--- config.mk ---
export PLATFORM = sky130hd
export DESIGN_NAME = cpu_run_ctrl
export DESIGN_NICKNAME = d
export VERILOG_FILES = /design/src/rtl/cpu_run_pkg.sv /design/src/rtl/sat_counter.sv /design/src/rtl/cpu_run_ctrl.sv
export SDC_FILE = /design/constraint.sdc
export NUM_CORES = 1
export LEC_CHECK = 0
export ABC_AREA = 1
export BUFFER_PORTS_ARGS = -buffer_cell sky130_fd_sc_hd__buf_4
export CELL_PAD_IN_SITES_DETAIL_PLACEMENT = 1
export CELL_PAD_IN_SITES_GLOBAL_PLACEMENT = 1
export CORE_MARGIN = 2
export CORE_UTILIZATION = 30
export CTS_CLUSTER_DIAMETER = 200
export CTS_CLUSTER_SIZE = 12
export DETAILED_ROUTE_END_ITERATION = 10
export GPL_TIMING_DRIVEN = 0
export PLACE_DENSITY = 0.89
export RECOVER_POWER = 25
export SLEW_MARGIN = 40
export SYNTH_ARGS = -nofsm -noshare
export SYNTH_HDL_FRONTEND = slang
export SYNTH_SLANG_ARGS = --single-unit
--- constraint.sdc ---
create_clock -name clk -period 2 [get_ports clk]
set_input_delay 0.1 -clock clk [delete_from_list [all_inputs] [get_ports clk]]
set_output_delay 0.1 -clock clk [all_outputs]
set_load 0.05 [all_outputs]
--- src/rtl/cpu_run_pkg.sv ---
// Shared types and defaults for the CPU run controller and its counters.
// Latency: none (declarations only).
// Backpressure: not applicable.
package cpu_run_pkg;

  // Run controller phases: reset sequencing, core running, run finished
  typedef enum logic [1:0] {
    RST_HOLD = 2'd0,
    RUN      = 2'd1,
    DONE     = 2'd2
  } run_state_t;

  // Default build-time settings
  localparam int unsigned DEF_RESET_CYCLES = 2;
  localparam int unsigned DEF_CYCLE_BUDGET = 1000;
  localparam int unsigned DEF_CNT_W        = 16;
  localparam int unsigned DEF_LOOP_CYCLES  = 4;

  // The reset-hold counter only ever needs to reach 254 (RESET_CYCLES <= 255)
  localparam int unsigned HOLD_W = 8;

  // Bits needed for a counter that must be able to hold max_val
  function automatic int unsigned cnt_width(input int unsigned max_val);
    return (max_val < 2) ? 1 : $clog2(max_val + 1);
  endfunction

endpackage

--- src/rtl/sat_counter.sv ---
// Up-counter with synchronous clear that saturates at all-ones instead of wrapping.
// Latency: count updates on the edge after inc/clr; clr takes priority over inc.
// Backpressure: none; an increment at all-ones is absorbed and the count holds.
module sat_counter
  import cpu_run_pkg::*;
#(
  parameter int unsigned W = HOLD_W
) (
  input  logic         clk,
  input  logic         reset,
  input  logic         clr,
  input  logic         inc,
  output logic [W-1:0] cnt
);

  logic [W-1:0] cnt_q;
  logic [W-1:0] cnt_d;

  // Next count: clear beats increment, increment stops at all-ones
  always_comb begin
    cnt_d = cnt_q;
    if (clr) begin
      cnt_d = '0;
    end else if (inc && (cnt_q != {W{1'b1}})) begin
      cnt_d = cnt_q + W'(1);
    end
  end

  // Count register with synchronous reset
  always_ff @(posedge clk) begin
    if (reset) begin
      cnt_q <= '0;
    end else begin
      cnt_q <= cnt_d;
    end
  end

  assign cnt = cnt_q;

endmodule

--- src/rtl/cpu_run_ctrl.sv ---
// Run controller: sequences core reset/enable, counts RUN cycles, ends run on halt or budget.
// Latency: all outputs registered; status changes on the edge that decides it.
// Backpressure: none; halt_req is a level sampled only in RUN. Optional PC-loop halt: CPU_RUN_CTRL_PC_LOOP_EN.
module cpu_run_ctrl
  import cpu_run_pkg::*;
#(
  parameter int unsigned RESET_CYCLES = DEF_RESET_CYCLES,
  parameter int unsigned CYCLE_BUDGET = DEF_CYCLE_BUDGET,
  parameter int unsigned CNT_W        = DEF_CNT_W,
  parameter int unsigned LOOP_CYCLES  = DEF_LOOP_CYCLES
) (
  input  logic             clk,
  input  logic             reset,
  input  logic             halt_req,
  input  logic [63:0]      pc,
  output logic             core_reset,
  output logic             core_en,
  output logic             running,
  output logic             done,
  output logic             timeout,
  output logic [CNT_W-1:0] cycle_count
);

  // Last hold count before entering RUN, and last count before the budget trips
  localparam logic [HOLD_W-1:0] HOLD_LAST   = HOLD_W'(RESET_CYCLES - 1);
  localparam logic [CNT_W-1:0]  BUDGET_LAST = CNT_W'(CYCLE_BUDGET - 1);
  localparam bit                BUDGET_EN   = (CYCLE_BUDGET != 0);

  run_state_t        state_q;
  run_state_t        state_d;
  logic              core_reset_q;
  logic              core_reset_d;
  logic              core_en_q;
  logic              core_en_d;
  logic              running_q;
  logic              running_d;
  logic              done_q;
  logic              done_d;
  logic              timeout_q;
  logic              timeout_d;

  logic [HOLD_W-1:0] hold_cnt;
  logic              hold_last;
  logic              hold_inc;
  logic              cyc_inc;
  logic              cyc_clr;
  logic              budget_hit;
  logic              loop_halt;
  logic              halt_hit;

  // ---------------------------------------------------------------------------
  // Reset hold sequencing: count low-reset edges until RESET_CYCLES have passed
  // ---------------------------------------------------------------------------
  assign hold_last = (hold_cnt == HOLD_LAST);
  assign hold_inc  = (state_q == RST_HOLD) && !hold_last;

  sat_counter #(
    .W (HOLD_W)
  ) u_hold_cnt (
    .clk   (clk),
    .reset (reset),
    .clr   (1'b0),
    .inc   (hold_inc),
    .cnt   (hold_cnt)
  );

  // ---------------------------------------------------------------------------
  // RUN cycle counter; saturates when the budget is unlimited
  // ---------------------------------------------------------------------------
  assign cyc_inc = (state_q == RUN);
  assign cyc_clr = (state_q == RST_HOLD);

  sat_counter #(
    .W (CNT_W)
  ) u_cycle_cnt (
    .clk   (clk),
    .reset (reset),
    .clr   (cyc_clr),
    .inc   (cyc_inc),
    .cnt   (cycle_count)
  );

  assign budget_hit = BUDGET_EN && (cycle_count == BUDGET_LAST);

`ifdef CPU_RUN_CTRL_PC_LOOP_EN
  // ---------------------------------------------------------------------------
  // PC-loop detector: a core spinning on one PC is treated as a halt request
  // ---------------------------------------------------------------------------
  localparam int unsigned        LOOP_W    = cnt_width(LOOP_CYCLES);
  localparam logic [LOOP_W-1:0]  LOOP_LAST = LOOP_W'(LOOP_CYCLES - 1);

  logic [63:0]       pc_q;
  logic [63:0]       pc_d;
  logic              pc_vld_q;
  logic              pc_vld_d;
  logic              loop_same;
  logic              loop_inc;
  logic              loop_clr;
  logic [LOOP_W-1:0] loop_cnt;

  // Capture the PC every RUN cycle; the first RUN cycle has nothing to compare against
  always_comb begin
    pc_d     = pc_q;
    pc_vld_d = 1'b0;
    if (state_q == RUN) begin
      pc_d     = pc;
      pc_vld_d = 1'b1;
    end
  end

  // Previous-PC register
  always_ff @(posedge clk) begin
    if (reset) begin
      pc_q     <= '0;
      pc_vld_q <= 1'b0;
    end else begin
      pc_q     <= pc_d;
      pc_vld_q <= pc_vld_d;
    end
  end

  assign loop_same = (state_q == RUN) && pc_vld_q && (pc == pc_q);
  assign loop_inc  = loop_same;
  assign loop_clr  = !loop_same;

  sat_counter #(
    .W (LOOP_W)
  ) u_loop_cnt (
    .clk   (clk),
    .reset (reset),
    .clr   (loop_clr),
    .inc   (loop_inc),
    .cnt   (loop_cnt)
  );

  // Halt on the edge where the unchanged-PC count reaches LOOP_CYCLES
  assign loop_halt = loop_same && (loop_cnt == LOOP_LAST);
`else
  // Without the loop detector the PC has no influence on the run
  logic unused_pc;
  assign unused_pc = ^{pc, LOOP_CYCLES[0]};
  assign loop_halt = 1'b0;
`endif

  assign halt_hit = halt_req || loop_halt;

  // ---------------------------------------------------------------------------
  // Phase sequencing and registered status; halt wins over a budget hit
  // ---------------------------------------------------------------------------
  always_comb begin
    state_d   = state_q;
    done_d    = done_q;
    timeout_d = timeout_q;
    unique case (state_q)
      RST_HOLD: begin
        if (hold_last) begin
          state_d = RUN;
        end
      end
      RUN: begin
        if (halt_hit) begin
          state_d = DONE;
          done_d  = 1'b1;
        end else if (budget_hit) begin
          state_d   = DONE;
          timeout_d = 1'b1;
        end
      end
      DONE: begin
        state_d = DONE;
      end
      default: begin
        state_d = RST_HOLD;
      end
    endcase
    core_reset_d = (state_d == RST_HOLD);
    core_en_d    = (state_d == RUN);
    running_d    = (state_d == RUN);
  end

  // State and output registers with synchronous reset
  always_ff @(posedge clk) begin
    if (reset) begin
      state_q      <= RST_HOLD;
      core_reset_q <= 1'b1;
      core_en_q    <= 1'b0;
      running_q    <= 1'b0;
      done_q       <= 1'b0;
      timeout_q    <= 1'b0;
    end else begin
      state_q      <= state_d;
      core_reset_q <= core_reset_d;
      core_en_q    <= core_en_d;
      running_q    <= running_d;
      done_q       <= done_d;
      timeout_q    <= timeout_d;
    end
  end

  assign core_reset = core_reset_q;
  assign core_en    = core_en_q;
  assign running    = running_q;
  assign done       = done_q;
  assign timeout    = timeout_q;

endmodule

* Word level (Yosys, flattened, before mapping) *
Index checks and enable logic that the tools add are counted.

storage, ports and cells
  memory bits (writable) = 0
  memories kept = 0
  bits in registers = 30
  word-level logic and storage cells = 30
  latch bits = 0
  output and inout port bits = 21
  bits in read-only memories = 0

cells by class
  multipliers = 0
  order comparisons = 0
  muxes and demuxes = 4
  shift operators = 0
  bitwise gates (word level) = 1
  reductions and logical operators = 9
  add/subtract/negate cells = 2
  divide/modulo/power cells = 0
  eq/ne operators = 7

operators by type and width
  cell                                                                count
  16-bit by 1-bit adder with 16-bit output (second input constant)    1
  16-bit by 10-bit == test with 1-bit output (second input constant)  1
  16-bit != test (second input constant)                              1
  8-bit by 1-bit adder with 8-bit output (second input constant)      1
  8-bit by 1-bit == test with 1-bit output (second input constant)    1
  8-bit != test (second input constant)                               1
  2-bit 2-to-1 mux                                                    3
  2-bit case mux with 3 select lines                                  1
  2-bit by 1-bit == test with 1-bit output (second input constant)    2
  2-bit zero test                                                     2
  1-bit logical AND                                                   3
  3-bit AND reduction                                                 1
  2-bit == test (second input constant)                               1
  2-bit AND reduction                                                 1
  2-bit OR reduction                                                  1
  1-bit zero test                                                     1
  1-bit NOT                                                           1

* Logic depth before layout (Yosys ltp) *
  word-level depth = 5
  depth in mapped cells = 10
  depth with buffers taken out = 10

* Modules after synthesis *
A second synthesis with hierarchy kept.

unflattened totals
  cells, all modules = 284
  area, all modules = 1829.3 sq um

modules (own cells, without submodules)
  module                      seq. area each (sq um)  cells an instance  times used  area an instance (sq um)
  sat_counter at u_cycle_cnt  320.3                   156                1           1004.7
  sat_counter at u_hold_cnt   160.2                   73                 1           460.4
  cpu_run_ctrl                120.1                   55                 1           364.1

* Worst setup path after synthesis *
Ideal clock, no wire load.

  path type = reg-to-reg
  from = reg u_cycle_cnt.cnt_q[0] (netlist: u_cycle_cnt.cnt[0])
  to = reg u_cycle_cnt.cnt_q[3] (netlist: u_cycle_cnt.cnt[3])
  path buffers = 1
  path slack = 0.045 ns
  cell stages (with the launch flop) = 11
  period minus slack after synthesis = 1.955 ns
  data required time = 1.934 ns
  arrival time = 1.889 ns
  cell sequence = dfxtp_1 -> ha_1 -> nand2_1 -> nor2_4 -> nand2_1 -> nor2_2 -> nor2_2 -> clkinv_2 -> buf_6 -> nand2_1 -> a21oi_2

between the ends
  cells in the longest elaborated chain, start to end = 2

ends and longest elaborated chain
  what                                                                              line               text
  from (decl)                                                                       sat_counter.sv:16  logic [W-1:0] cnt_q;
  from (signal assigned)                                                            sat_counter.sv:34  cnt_q <= cnt_d;
  branches (longest 2 deep; another with 16-bit by 1-bit adder with 16-bit output)  -

Parallel ways; which one is timed is not known.
A chain may end at the register's enable or synchronous reset.

* Final worst setup path *
  from = reg u_cycle_cnt.cnt_q[0] (netlist: u_cycle_cnt.cnt[0])
  to = reg u_cycle_cnt.cnt_q[9] (netlist: u_cycle_cnt.cnt[9])

Same word-level chain as after synthesis.

==> flow_metrics.tcl <==
set metrics [dict create \
    p_leak_uw 0.000771 \
    crit_chain "ha_2 > nand2_1 > nor2_4 > nand2_1 > nor2_2 > nor2_2 > clkinv_2 > buf_6 > nand2_1 > a21oi_2" \
    portBuffers 23 \
    hold_start "reset" \
    crit_buf_inv 2 \
    hold_path_depth 2 \
    skew_ps 6.07 \
    avgSynthCellArea_um2 6.45 \
    grt_max_degree 11 \
    yosys_warnings 0 \
    maxSlewViolCount 0 \
    pwr-share-seq_pct 37.1 \
    grt-ovfl-total 0 \
    cts_buffers 5 \
    pin_count 88 \
    synthArstFlopShare_pct 0 \
    antenna_cells 0 \
    r2r_start "u_cycle_cnt.cnt[0]" \
    cp.depth 10 \
    p_int_uw 1110 \
    cts_sinks 30 \
    clkPwrFrac_pct 26.8 \
    critPathCaptureType "flop" \
    yosysSeqAreaShare_pct 35.1 \
    die_h_um 79.5 \
    fmax_mhz 543 \
    cts_tree "done" \
    drc 0 \
    synthCells 265 \
    die-area_um2 6320 \
    synth_fp_nets 335 \
    dr.first_iter.drc_count 64 \
    root_buffer "clkbuf_8" \
    vdd_ir_drop_max_v 0.000365 \
    grt_pass1_vias 1793 \
    finalCritPeriodShare_pct 92.1 \
    nFillCells 749 \
    switchingPower_uw 834 \
    final_core_util_pct 36.8 \
    r2r_setup_slack_ps 160 \
    p_per_area_nw_per_um2 960 \
    arrival_ps 2060 \
    insertion_delay_ps 280 \
    wl_um 4820 \
    synth-edff-count 0 \
    dp_hpwl_um 3600 \
    period_needed_ps 1840 \
    crit_path_start_kind "flop" \
    r2r-end "u_cycle_cnt.cnt[9]" \
    post_drt_wl_per_cell_um 13.1 \
    cts_setup_buffers 0 \
    htreeDepth 2 \
    maxCapViolCount 0 \
    layout-drive-gt1-share_pct 13.9 \
    relSlewSlack_pct 57.9 \
    critPathSlowestCell "dfxtp_1" \
    die-width_um 79.5 \
    fin_area_um2 2030 \
    status "finished, final reports clean" \
    crit_fanout 10 \
    ys_types 22 \
    worstRegToRegCells 10 \
    nNetsFinal 365 \
    cts-resized-gates 0 \
    synthesis.area_um2 1710 \
    synth_seq_cells 30 \
    required_ps 2220 \
    via_per_inst 4.74 \
    switching_share_pct 42.9 \
    syn2layout_area_growth_pct 18.5 \
    first_pass_iters 4 \
    clk_pin_slew_ps 70 \
    vias 1743 \
    cts_hold_buf 0 \
    rows 27 \
    detail-route-antenna-nets 0 \
    setup_viol 0 \
    min_to "state_q[0]" \
    track_usage_pct 16.6 \
    finalWeightedCongestion 0.827 \
    crit_type "reg -> reg" \
    hold_viol 0 \
    placedInstanceArea_um2 1970 \
    power_frac_comb_pct 36.1 \
    clockBufferDepth 2 \
    grt_pass1_wl_um 8210 \
    worst_pin_slew_ps 634 \
    antenna_found_initial 0 \
    crit_family "simple AND/OR/NAND/NOR gates" \
    max_stage_delay_ps 460 \
    min_path_type "in -> reg" \
    fp.coreArea_um2 5510 \
    worst_path_most_repeated_cell "nand2_1" \
    start_util_pct 31.0 \
    synth_ff_type "dfxtp_1" \
]
[how the worst max path moves through the flow]
stage | start | endpoint
finish | u_cycle_cnt.cnt[0] | u_cycle_cnt.cnt[9]
global route | u_cycle_cnt.cnt[0] | u_cycle_cnt.cnt[9]
floorplan | u_cycle_cnt.cnt[0] | u_cycle_cnt.cnt[3]
global placement | u_cycle_cnt.cnt[0] | u_cycle_cnt.cnt[0]
CTS | u_cycle_cnt.cnt[0] | u_cycle_cnt.cnt[9]
detailed placement | u_cycle_cnt.cnt[0] | u_cycle_cnt.cnt[9]
[per-layer routing]
metal	wire (um)	vias up	track usage (%)
met1	2040	834	18.1
met3	127	4	3.39
met5	0	-	0
met4	55	0	4.83
li1	-	888	-
met2	2600	17	32.0
[flip-flops by register name, summed over array words and instances (netlist names)]
register / flops
state_q: 2
done: 1
timeout: 1
core_reset: 1
u_cycle_cnt.cnt: 16
running: 1
u_hold_cnt.cnt: 8
[Yosys cell counts (all sizes together) (3+ instances only)]
cell type	n	share of area, %
xor2	7	3.6
ha	3	2.2
nand4	7	2.6
xnor2	4	2.0
buf	4	1.8
nor2	45	11
o21ai	8	2.3
a21oi	27	9.7
inv	28	6.1
dfxtp	30	35
nand2	90	20
nand3	8	2.3
[worst register-to-register path, cell delays in order (launching register included)]
cell,delay (ps)
dfxtp_1,460
ha_2,290
nand2_1,100
nor2_4,190
nand2_1,90
nor2_2,120
nor2_2,90
clkinv_2,80
buf_6,150
nand2_1,70
a21oi_2,130
[through the flow]
step / setup WS [ps] / setup TNS (ps) / hold slack [ps] / power [uW] / cells
2_1_floorplan: 44.7 / 0 / 169 / 1250 / 265
3_3_place_gp: 199 / 0 / 301 / 1450 / 360
3_5_place_dp: 130 / 0 / 308 / 1470 / 360
4_1_cts: 102 / 0 / 9.12 / 2000 / 368
5_1_grt: -8.66 / -8.66 / 21.3 / 2070 / 368
6_report: 157 / 0 / 16.5 / 1940 / 368
[final cells by class]
type                            count  area [um2]  share of cell area [%]
Buffer                              5        35.0                    1.73
Clock buffer                        6        82.6                    4.08
Clock inverter                      2        12.5                   0.618
Inverter                           29         110                    5.44
Multi-Input combinational cell    201         963                    47.6
Sequential cell                    30         601                    29.6
Tap cell                           72        90.1                    4.45
Timing Repair Buffer               23         131                    6.49
[placed cells by master (no fill, tap or decap), drive strengths merged]
master,Yosys,layout
a21oi,27,27
and2,1,1
buf,4,16
clkbuf,1,18
clkinv,1,2
clkinvlp,0,1
dfxtp,30,30
ha,3,3
inv,28,28
nand2,90,90
nand3,8,8
nand4,7,7
nor2,45,45
nor3,1,1
o21ai,8,8
xnor2,4,4
xor2,7,7
[logic make-up (layout without fill, tap and decap cells)]
family	Yosys count	after routing	synth area share, %
xor gates and xnor gates	11	11	5.64
and+or+nand+nor	152	152	36.5
DFF	30	30	35.1
buffers and inverters	34	65	8.49
AOI/OAI and AO/OA	35	35	12.0
adders and majority gates	3	3	2.20
[power by group through the flow]
| stage | Clock [uW] | Combinational (uW) | Sequential [uW] |
|---|---|---|---|
| 2_1_floorplan | 0 | 442 | 812 |
| 3_3_place_gp | 0 | 717 | 730 |
| 3_5_place_dp | 0 | 741 | 733 |
| 4_1_cts | 536 | 747 | 722 |
| 5_1_grt | 553 | 789 | 731 |
| 6_report | 521 | 702 | 721 |
No activity file was read; power rests on OpenSTA's default activity.
